[src/rtl/data_mem_controller.sv]
// MEM-stage data memory controller: load/store/LL/SC over a word-wide request/ready bus,
// with big-endian lane steering, load extension and the LL/SC link register.

module data_mem_lane #(
  parameter int LANE = 0
) (
  input  logic       acc_byte,
  input  logic       acc_half,
  input  logic [1:0] off,
  input  logic [7:0] w_word,
  input  logic [7:0] w_hi,
  input  logic [7:0] w_lo,
  output logic       we,
  output logic [7:0] wbyte
);
  // Big-endian: lane 3 (bits 31:24) is byte offset 0.
  localparam logic [1:0] POS = 2'(3 - LANE);

  always_comb begin
    we    = 1'b1;
    wbyte = w_word;
    if (acc_byte) begin
      we    = (off == POS);
      wbyte = w_lo;
    end else if (acc_half) begin
      we    = (off[1] == POS[1]);
      wbyte = POS[0] ? w_lo : w_hi;
    end
  end
endmodule

module data_mem_controller (
  input  logic        clock,
  input  logic        reset,
  input  logic        MEM_MemRead,
  input  logic        MEM_MemWrite,
  input  logic        MEM_Byte,
  input  logic        MEM_Half,
  input  logic        MEM_SignExtend,
  input  logic        MEM_LLSC,
  input  logic [31:0] MEM_Address,
  input  logic [31:0] MEM_WriteData,
  input  logic        MEM_Stall,
  input  logic        LLSC_Clear,
  output logic [31:0] MEM_ReadData,
  output logic        MEM_Stall_Controller,
  output logic        MEM_AddrErr,
  input  logic [31:0] DataMem_In,
  input  logic        DataMem_Ready,
  output logic        DataMem_Read,
  output logic [3:0]  DataMem_Write,
  output logic [29:0] DataMem_Address,
  output logic [31:0] DataMem_Out
);
  localparam int NUM_LANES = 4;

  typedef enum logic [1:0] {IDLE, ACCESS, DONE} state_t;

  // Attributes of the in-flight access needed at completion.
  typedef struct packed {
    logic       ld;
    logic       st;
    logic       llsc;
    logic       byt;
    logic       half;
    logic       sext;
    logic [1:0] off;
  } acc_t;

  state_t      state, state_nx;
  acc_t        acc_q;
  logic        rd_q;
  logic [3:0]  we_q;
  logic [29:0] addr_q;
  logic [31:0] wd_q;
  logic [31:0] rdata_q;
  logic        llsc_valid;
  logic [29:0] llsc_addr;

  logic is_rd, is_wr, acc_word, addr_err, sc_fail, req, launch, complete;

  // Read+write together is illegal and degrades to a plain read.
  assign is_rd    = MEM_MemRead;
  assign is_wr    = MEM_MemWrite & ~MEM_MemRead;
  assign acc_word = ~MEM_Byte & ~MEM_Half;
  assign addr_err = (MEM_MemRead | MEM_MemWrite) &
                    ((acc_word & (|MEM_Address[1:0])) |
                     (~MEM_Byte & MEM_Half & MEM_Address[0]));
  assign sc_fail  = is_wr & MEM_LLSC &
                    (~llsc_valid | (MEM_Address[31:2] != llsc_addr));
  assign req      = (is_rd | is_wr) & ~addr_err & ~sc_fail;
  assign launch   = (state == IDLE) & req;
  assign complete = (state == ACCESS) & DataMem_Ready;

  assign MEM_AddrErr          = addr_err;
  assign MEM_Stall_Controller = (state == ACCESS) | launch;
  assign MEM_ReadData         = (state == DONE) ? rdata_q : 32'd0;
  assign DataMem_Read         = rd_q;
  assign DataMem_Write        = we_q;
  assign DataMem_Address      = addr_q;
  assign DataMem_Out          = wd_q;

  logic [NUM_LANES-1:0]      lane_we;
  logic [NUM_LANES-1:0][7:0] lane_wd;

  generate
    for (genvar i = 0; i < NUM_LANES; i++) begin : g_lane
      data_mem_lane #(.LANE(i)) u_lane (
        .acc_byte (MEM_Byte),
        .acc_half (MEM_Half),
        .off      (MEM_Address[1:0]),
        .w_word   (MEM_WriteData[8*i +: 8]),
        .w_hi     (MEM_WriteData[15:8]),
        .w_lo     (MEM_WriteData[7:0]),
        .we       (lane_we[i]),
        .wbyte    (lane_wd[i])
      );
    end
  endgenerate

  always_comb begin
    state_nx = state;
    case (state)
      IDLE:    if (req) state_nx = ACCESS;
      ACCESS:  if (DataMem_Ready) state_nx = DONE;
      DONE:    if (!MEM_Stall) state_nx = IDLE;
      default: state_nx = IDLE;
    endcase
  end

  always_ff @(posedge clock or negedge reset) begin
    if (!reset) state <= IDLE;
    else        state <= state_nx;
  end

  logic [7:0]  rd_byte;
  logic [15:0] rd_half;
  logic [31:0] rd_ext;

  always_comb begin
    rd_byte = 8'd0;
    case (acc_q.off)
      2'd0:    rd_byte = DataMem_In[31:24];
      2'd1:    rd_byte = DataMem_In[23:16];
      2'd2:    rd_byte = DataMem_In[15:8];
      default: rd_byte = DataMem_In[7:0];
    endcase
    rd_half = acc_q.off[1] ? DataMem_In[15:0] : DataMem_In[31:16];
    rd_ext  = DataMem_In;
    if (acc_q.byt)
      rd_ext = {{24{acc_q.sext & rd_byte[7]}}, rd_byte};
    else if (acc_q.half)
      rd_ext = {{16{acc_q.sext & rd_half[15]}}, rd_half};
  end

  // Bus strobes are registered so they stay stable for the whole access.
  always_ff @(posedge clock or negedge reset) begin
    if (!reset) begin
      acc_q   <= '0;
      rd_q    <= 1'b0;
      we_q    <= 4'd0;
      addr_q  <= 30'd0;
      wd_q    <= 32'd0;
      rdata_q <= 32'd0;
    end else if (launch) begin
      acc_q   <= '{ld: is_rd, st: is_wr, llsc: MEM_LLSC, byt: MEM_Byte,
                   half: MEM_Half, sext: MEM_SignExtend, off: MEM_Address[1:0]};
      rd_q    <= is_rd;
      we_q    <= is_wr ? lane_we : 4'd0;
      addr_q  <= MEM_Address[31:2];
      wd_q    <= lane_wd;
    end else if (complete) begin
      rd_q    <= 1'b0;
      we_q    <= 4'd0;
      rdata_q <= acc_q.st ? {31'd0, acc_q.llsc} : rd_ext;
    end
  end

  // An external clear wins over an LL completing on the same edge.
  always_ff @(posedge clock or negedge reset) begin
    if (!reset) begin
      llsc_valid <= 1'b0;
      llsc_addr  <= 30'd0;
    end else if (LLSC_Clear) begin
      llsc_valid <= 1'b0;
    end else if (complete & acc_q.ld & acc_q.llsc) begin
      llsc_valid <= 1'b1;
      llsc_addr  <= addr_q;
    end else if (complete & acc_q.st & (addr_q == llsc_addr)) begin
      llsc_valid <= 1'b0;
    end
  end
endmodule

[config.mk]
export PLATFORM = sky130hd
export DESIGN_NAME = data_mem_controller
export DESIGN_NICKNAME = d
export VERILOG_FILES = /design/src/rtl/data_mem_controller.sv
export SDC_FILE = /design/constraint.sdc
export NUM_CORES = 1
export LEC_CHECK = 0
export BUFFER_PORTS_ARGS = -buffer_cell sky130_fd_sc_hd__buf_2
export CAP_MARGIN = 20
export CORE_MARGIN = 2
export CORE_UTILIZATION = 40
export CTS_CLUSTER_DIAMETER = 150
export DETAILED_ROUTE_END_ITERATION = 10
export GPL_ROUTABILITY_DRIVEN = 1
export PLACE_DENSITY = 0.61
export SETUP_SLACK_MARGIN = 0.4
export SLEW_MARGIN = 25
export SYNTH_ARGS = -nofsm -noshare
export SYNTH_HDL_FRONTEND = slang
export SYNTH_SLANG_ARGS = --single-unit
[constraint.sdc]
create_clock -name clock -period 6.8 [get_ports clock]
set_input_delay 2.04 -clock clock [delete_from_list [all_inputs] [get_ports clock]]
set_output_delay 2.04 -clock clock [all_outputs]
set_load 0.03 [all_outputs]
### Word level (Yosys, flattened, before mapping)

Index checks and enable logic that the tools add are counted.

| storage, ports and cells | value |
|---|---|
| output and inout bits | 101 |
| bits in registers | 140 |
| word-level logic and storage cells | 97 |

| cells by class | value |
|---|---|
| bitwise logic cells | 32 |
| equal/unequal tests | 12 |
| reductions and logical operators | 9 |
| mux-type cells | 29 |

Operator list:

| kind | number |
|---|---|
| 32-bit 2-to-1 mux | 4 |
| 8-bit 2-to-1 mux | 5 |
| 30-bit equality test | 1 |
| 30-bit inequality test | 1 |
| 8-bit case mux with 3 select lines | 1 |
| 1-bit AND | 18 |
| 16-bit 2-to-1 mux | 1 |
| 4-bit 2-to-1 mux | 3 |
| 1-bit 2-to-1 mux | 11 |
| 1-bit NOT | 9 |
| 2-bit equality test (second input constant) | 4 |
| 2-bit by 1-bit equality test with 1-bit output (second input constant) | 3 |
| 2-bit logical NOT | 3 |
| 2-bit 2-to-1 mux | 3 |
| 2-bit inequality test (second input constant) | 3 |
| 2-bit case mux with 3 select lines | 1 |
| 1-bit OR | 5 |
| 2-bit AND reduction | 2 |
| 3-bit AND reduction | 1 |
| 3-bit nonzero test | 1 |
| 2-bit nonzero test | 1 |
| 2-bit OR reduction | 1 |

### Longest topological paths before layout

| depth | value |
|---|---|
| depth in word-level cells | 11 |
| gate-level depth with buffers | 8 |
| mapped depth without buffers | 6 |

### Cells and area by module

Synthesis repeated with hierarchy kept, for this count alone.

| unflattened totals | value |
|---|---|
| cell total of the unflattened synthesis | 666 |
| area, all modules | 7,627.3 sq um |

Modules (own cells, without submodules):

| module | times used | cells each | area an instance (sq um) |
|---|---|---|---|
| data_mem_controller | 1 | 586 | 7,015.5 |
| data_mem_lane at g_lane[1].u_lane | 1 | 29 | 190.2 |
| data_mem_lane at g_lane[3].u_lane | 1 | 28 | 190.2 |
| data_mem_lane at g_lane[0].u_lane | 1 | 12 | 116.4 |
| data_mem_lane at g_lane[2].u_lane | 1 | 11 | 115.1 |

### Worst setup path after synthesis

No wires, ideal clock.

| timing | value |
|---|---|
| path kind | input-to-output |
| start point | input port MEM_Address[26] |
| end point | output port MEM_Stall_Controller |
| required time | 4.760 ns |
| arrival time | 3.577 ns |
| slack | 1.183 ns |
| stages | 8 |
| cells stage by stage | xor2_1 nor4_1 nand2_1 nor4_4 o21ai_2 buf_6 buf_6 nand2_1 |

| between the ends | value |
|---|---|
| longest elaborated chain between the ends | 7 |

RTL lines:

| element | RTL line | source |
|---|---|---|
| from (decl) | 41 | `input logic [31:0] MEM_Address,` |
| 30-bit inequality test | 90 | `(~llsc_valid \| (MEM_Address[31:2] != llsc_addr));` |
| 1-bit OR | 90 |  |
| 1-bit AND | 89 | `assign sc_fail = is_wr & MEM_LLSC &` |
| 1-bit NOT | 91 | `assign req = (is_rd \| is_wr) & ~addr_err & ~sc_fail;` |
| 1-bit AND | 91 |  |
| 1-bit AND | 92 | `assign launch = (state == IDLE) & req;` |
| 1-bit OR | 96 | `assign MEM_Stall_Controller = (state == ACCESS) \| launch;` |
| to (decl) | 46 | `output logic MEM_Stall_Controller,` |

No other way between the ends.

### Worst setup path after layout

| timing | value |
|---|---|
| start point | input port MEM_Address[2] |
| end point | output port MEM_Stall_Controller |

Same word-level chain as after synthesis.

==> results.py <==
metrics = {
    "grt": {
        "grt.overflow.total": 0,
        "track_usage_pct": 20.33,
        "grt_pass1_wl_mm": 30.85,
        "antenna_found_initial": 3,
        "grt_max_degree": 102,
        "grt_pass1_vias": 5648,
    },
    "route": {
        "wl_mm": 18.88,
        "post-route-drc-count": 0,
        "wl_per_cell_um": 17.42,
        "dr_total_vias": 5503,
        "drt_first_pass_iters": 4,
        "drt_iter0_drc": 247,
        "viasPerCell": 5.077,
        "ant_nets": 0,
    },
    "clocking": {
        "cts_buffer_depth": 2,
        "ctsHoldBuffers": 0,
        "clk_pin_slew_ns": 0.06,
        "cts_resized": 0,
        "clk_latency_ns": 0.42,
        "cts_tree": "built",
        "cts.sinks": 140,
        "cts_inserted_buffers": 17,
        "cts-root-buf": "clkbuf_16",
        "postCtsSetupRepairBufs": 0,
        "htreeDepth": 4,
    },
    "final_layout": {
        "area_delta_synth_final_pct": 25.30,
        "drive_gt1_share_pct": 45.19,
        "stdcell_area_mm2": 0.009065,
        "fin_util_pct": 50.81,
        "nFillCells": 1640,
        "nets": 946,
        "stdcell_count": 1084,
    },
    "die": {
        "start_util_pct": 40.55,
        "die_height_um": 138.5,
        "coreArea_mm2": 0.01784,
        "dieArea_mm2": 0.01918,
        "num_rows": 49,
        "die_x_um": 138.5,
        "pin_count": 208,
    },
    "power": {
        "max-vdd-ir-drop_mv": 0.2855,
        "power.total_mw": 4.448,
        "p_leak_nw": 4.357,
        "pwr_density_cell_mw_per_mm2": 490.6,
    },
    "timing": {
        "tightestPinTransition_ns": 0.9990,
        "whs_ns": 0.4712,
        "hold_violations": 0,
        "fin_setup_tns_ns": 0,
        "min_period_ns": 5.756,
        "fin_skew_ns": 0.009776,
        "setup_ws_ns": 1.044,
        "slew_violations": 0,
        "rsz0062_at_grt": "false",
        "max_freq_mhz": 173.7,
        "slew_headroom_pct": 33.40,
        "period_share_pct": 84.64,
        "setup_viol": 0,
    },
    "worst_setup_path": {
        "reg2reg_to": "DataMem_Address[25]",
        "critPathMaxFanout": 7,
        "crit_path_start_kind": "input port",
        "reg2reg_depth": 7,
        "setup.worst_path.end_class": "primary output",
        "r2r_start": "llsc_addr[0]",
        "cp.required_ns": 4.76,
        "crit_type": "in2out",
        "reg2reg_setup_slack_ns": 4.03,
        "worstPathArrival_ns": 3.72,
    },
    "yosys": {
        "synth-seq-cells": 140,
        "synth.distinct_cells": 34,
        "synth-compound-area-share_pct": 8.388,
        "yosys.area_share.simple_pct": 11.38,
        "syn_nets": 748,
        "synth.area.mux_share_pct": 21.62,
        "yosysSeqAreaShare_pct": 48.43,
        "synthXorXnorAreaFrac_pct": 7.264,
        "synth_area_mm2": 0.007234,
        "ys_warn_count": 0,
        "synth_top_family_by_area": "multiplexers",
        "post_synth.cell_area_avg_um2": 11.29,
        "syn-instance-count": 641,
        "synthAdderAreaFrac_pct": 0,
    },
    "placed_design": {
        "port_buffers": 207,
        "dp_slack_ns": 0.9742,
        "dp_hpwl_mm": 13.13,
        "gp_routability_congestion": 0.8282,
        "dpl-instance-area_mm2": 0.008477,
        "dpl.cell_count": 1049,
    },
    "flow_run": {
        "maxCapViolations": 0,
    },
    "min_path": {
        "min_path_type": "reg2reg",
        "hold_path.startpoint": "rdata_q[13]",
        "whs_endpoint": "rdata_q[13]",
        "min_path_cells": 2,
    },
    "status": {
        "status": "completed",
    },
}
[sequential cells by signal, summed over array words and instances, names as in the netlist]
signal and flops:
DataMem_Out 32, rdata_q 32, DataMem_Address 30, llsc_addr 30, acc_q 8, DataMem_Write 4, state 2, DataMem_Read 1
llsc_valid 1
[per-layer routing]
| layer | wire, um | global-route usage [%] |
|---|---|---|
| met1 | 8617 | 27.87 |
| met2 | 8566 | 30.82 |
| met4 | 227 | 5.585 |
| met5 | 0 | 0 |
| met3 | 1471 | 7.101 |
[area by class of cell]
class / instances / area (um^2) / share of cell area (%)
Multi-Input combinational cell: 451 / 3532 / 38.96
Sequential cell: 140 / 3503 / 38.65
Timing Repair Buffer: 215 / 1105 / 12.19
Clock buffer: 20 / 466.7 / 5.148
Tap cell: 229 / 286.5 / 3.161
Clock inverter: 12 / 111.4 / 1.228
Inverter: 14 / 52.55 / 0.5797
Antenna cell: 3 / 7.507 / 0.08282
[power by group]
group          internal, mW  switching, mW
sequential             1.21          0.347
combinational         0.847           1.14
clock                 0.534          0.368
[Yosys cell counts]
cell	n	area (um^2)
dfrtp_1	140	3503
nand2b_1	3	18.77
mux2_4	8	120.1
xnor2_1	35	306.5
nor4_2	1	12.51
nor4_1	7	43.79
buf_2	7	35.03
nor4_4	1	21.27
nand4_1	11	68.82
clkbuf_1	26	97.59
mux2i_1	16	160.2
mux4_2	8	180.2
nor3_1	4	20.02
xor2_1	25	219.0
mux2_2	98	1104
nand2_1	60	225.2
a21o_1	2	15.01
o21ai_2	1	8.760
and2_1	40	250.2
o21ai_1	1	5.000
a22o_1	7	61.31
nand3b_1	1	7.510
nor2_1	8	30.03
or2_2	17	106.4
buf_1	1	3.750
inv_1	14	52.55
a211oi_1	9	67.56
a21oi_1	22	110.1
buf_6	2	22.52
o22ai_1	4	25.02
o21a_1	3	22.52
nor2b_1	3	18.77
a31o_2	3	26.28
o21ai_0	53	265.3
[worst max path at each step]
stage | start | endpoint | slack [ns] | depth (start not counted)
final | MEM_Address[2] | MEM_Stall_Controller | 1.04 | 8
after global routing | MEM_Address[2] | MEM_Stall_Controller | 0.91 | 8
after CTS | MEM_Address[2] | MEM_Stall_Controller | 0.98 | 8
after detailed placement | MEM_Address[2] | MEM_Stall_Controller | 0.97 | 8
after global placement | MEM_Address[2] | MEM_Stall_Controller | 0.99 | 8
after floorplan | MEM_Address[26] | MEM_Stall_Controller | 1.18 | 8
[placed cells by master (no fill, tap or decap), drive strengths merged, types with 4 or more instances in the layout]
master	count
or2	17
mux2i	16
a22o	7
nand4	11
clkbuf	21
mux2	106
nand2	60
nor4	9
mux4	8
a21oi	22
a211oi	9
inv	17
nor2	8
o22ai	4
o21ai	55
buf	214
and2	40
xnor2	35
xor2	25
nor3	4
dfrtp	140
clkinv	5
[cell families (layout without fill, tap and decap cells)]
group	count (synthesis)	in the layout
xor gates and xnor gates	60	60
buffers and inverters	50	261
AOI/OAI and AO/OA	105	105
muxes	130	130
other	0	3
DFF	140	140
and+or+nand+nor	156	156
[critical path, cell delays in order]
cell and delay, ns:
buf_2 0.11, xor2_1 0.15, nor4_1 0.40, nand4_1 0.22
nor4_4 0.46, o21ai_4 0.08, nand2_1 0.07, buf_2 0.18
(Power assumes the default switching activity.)
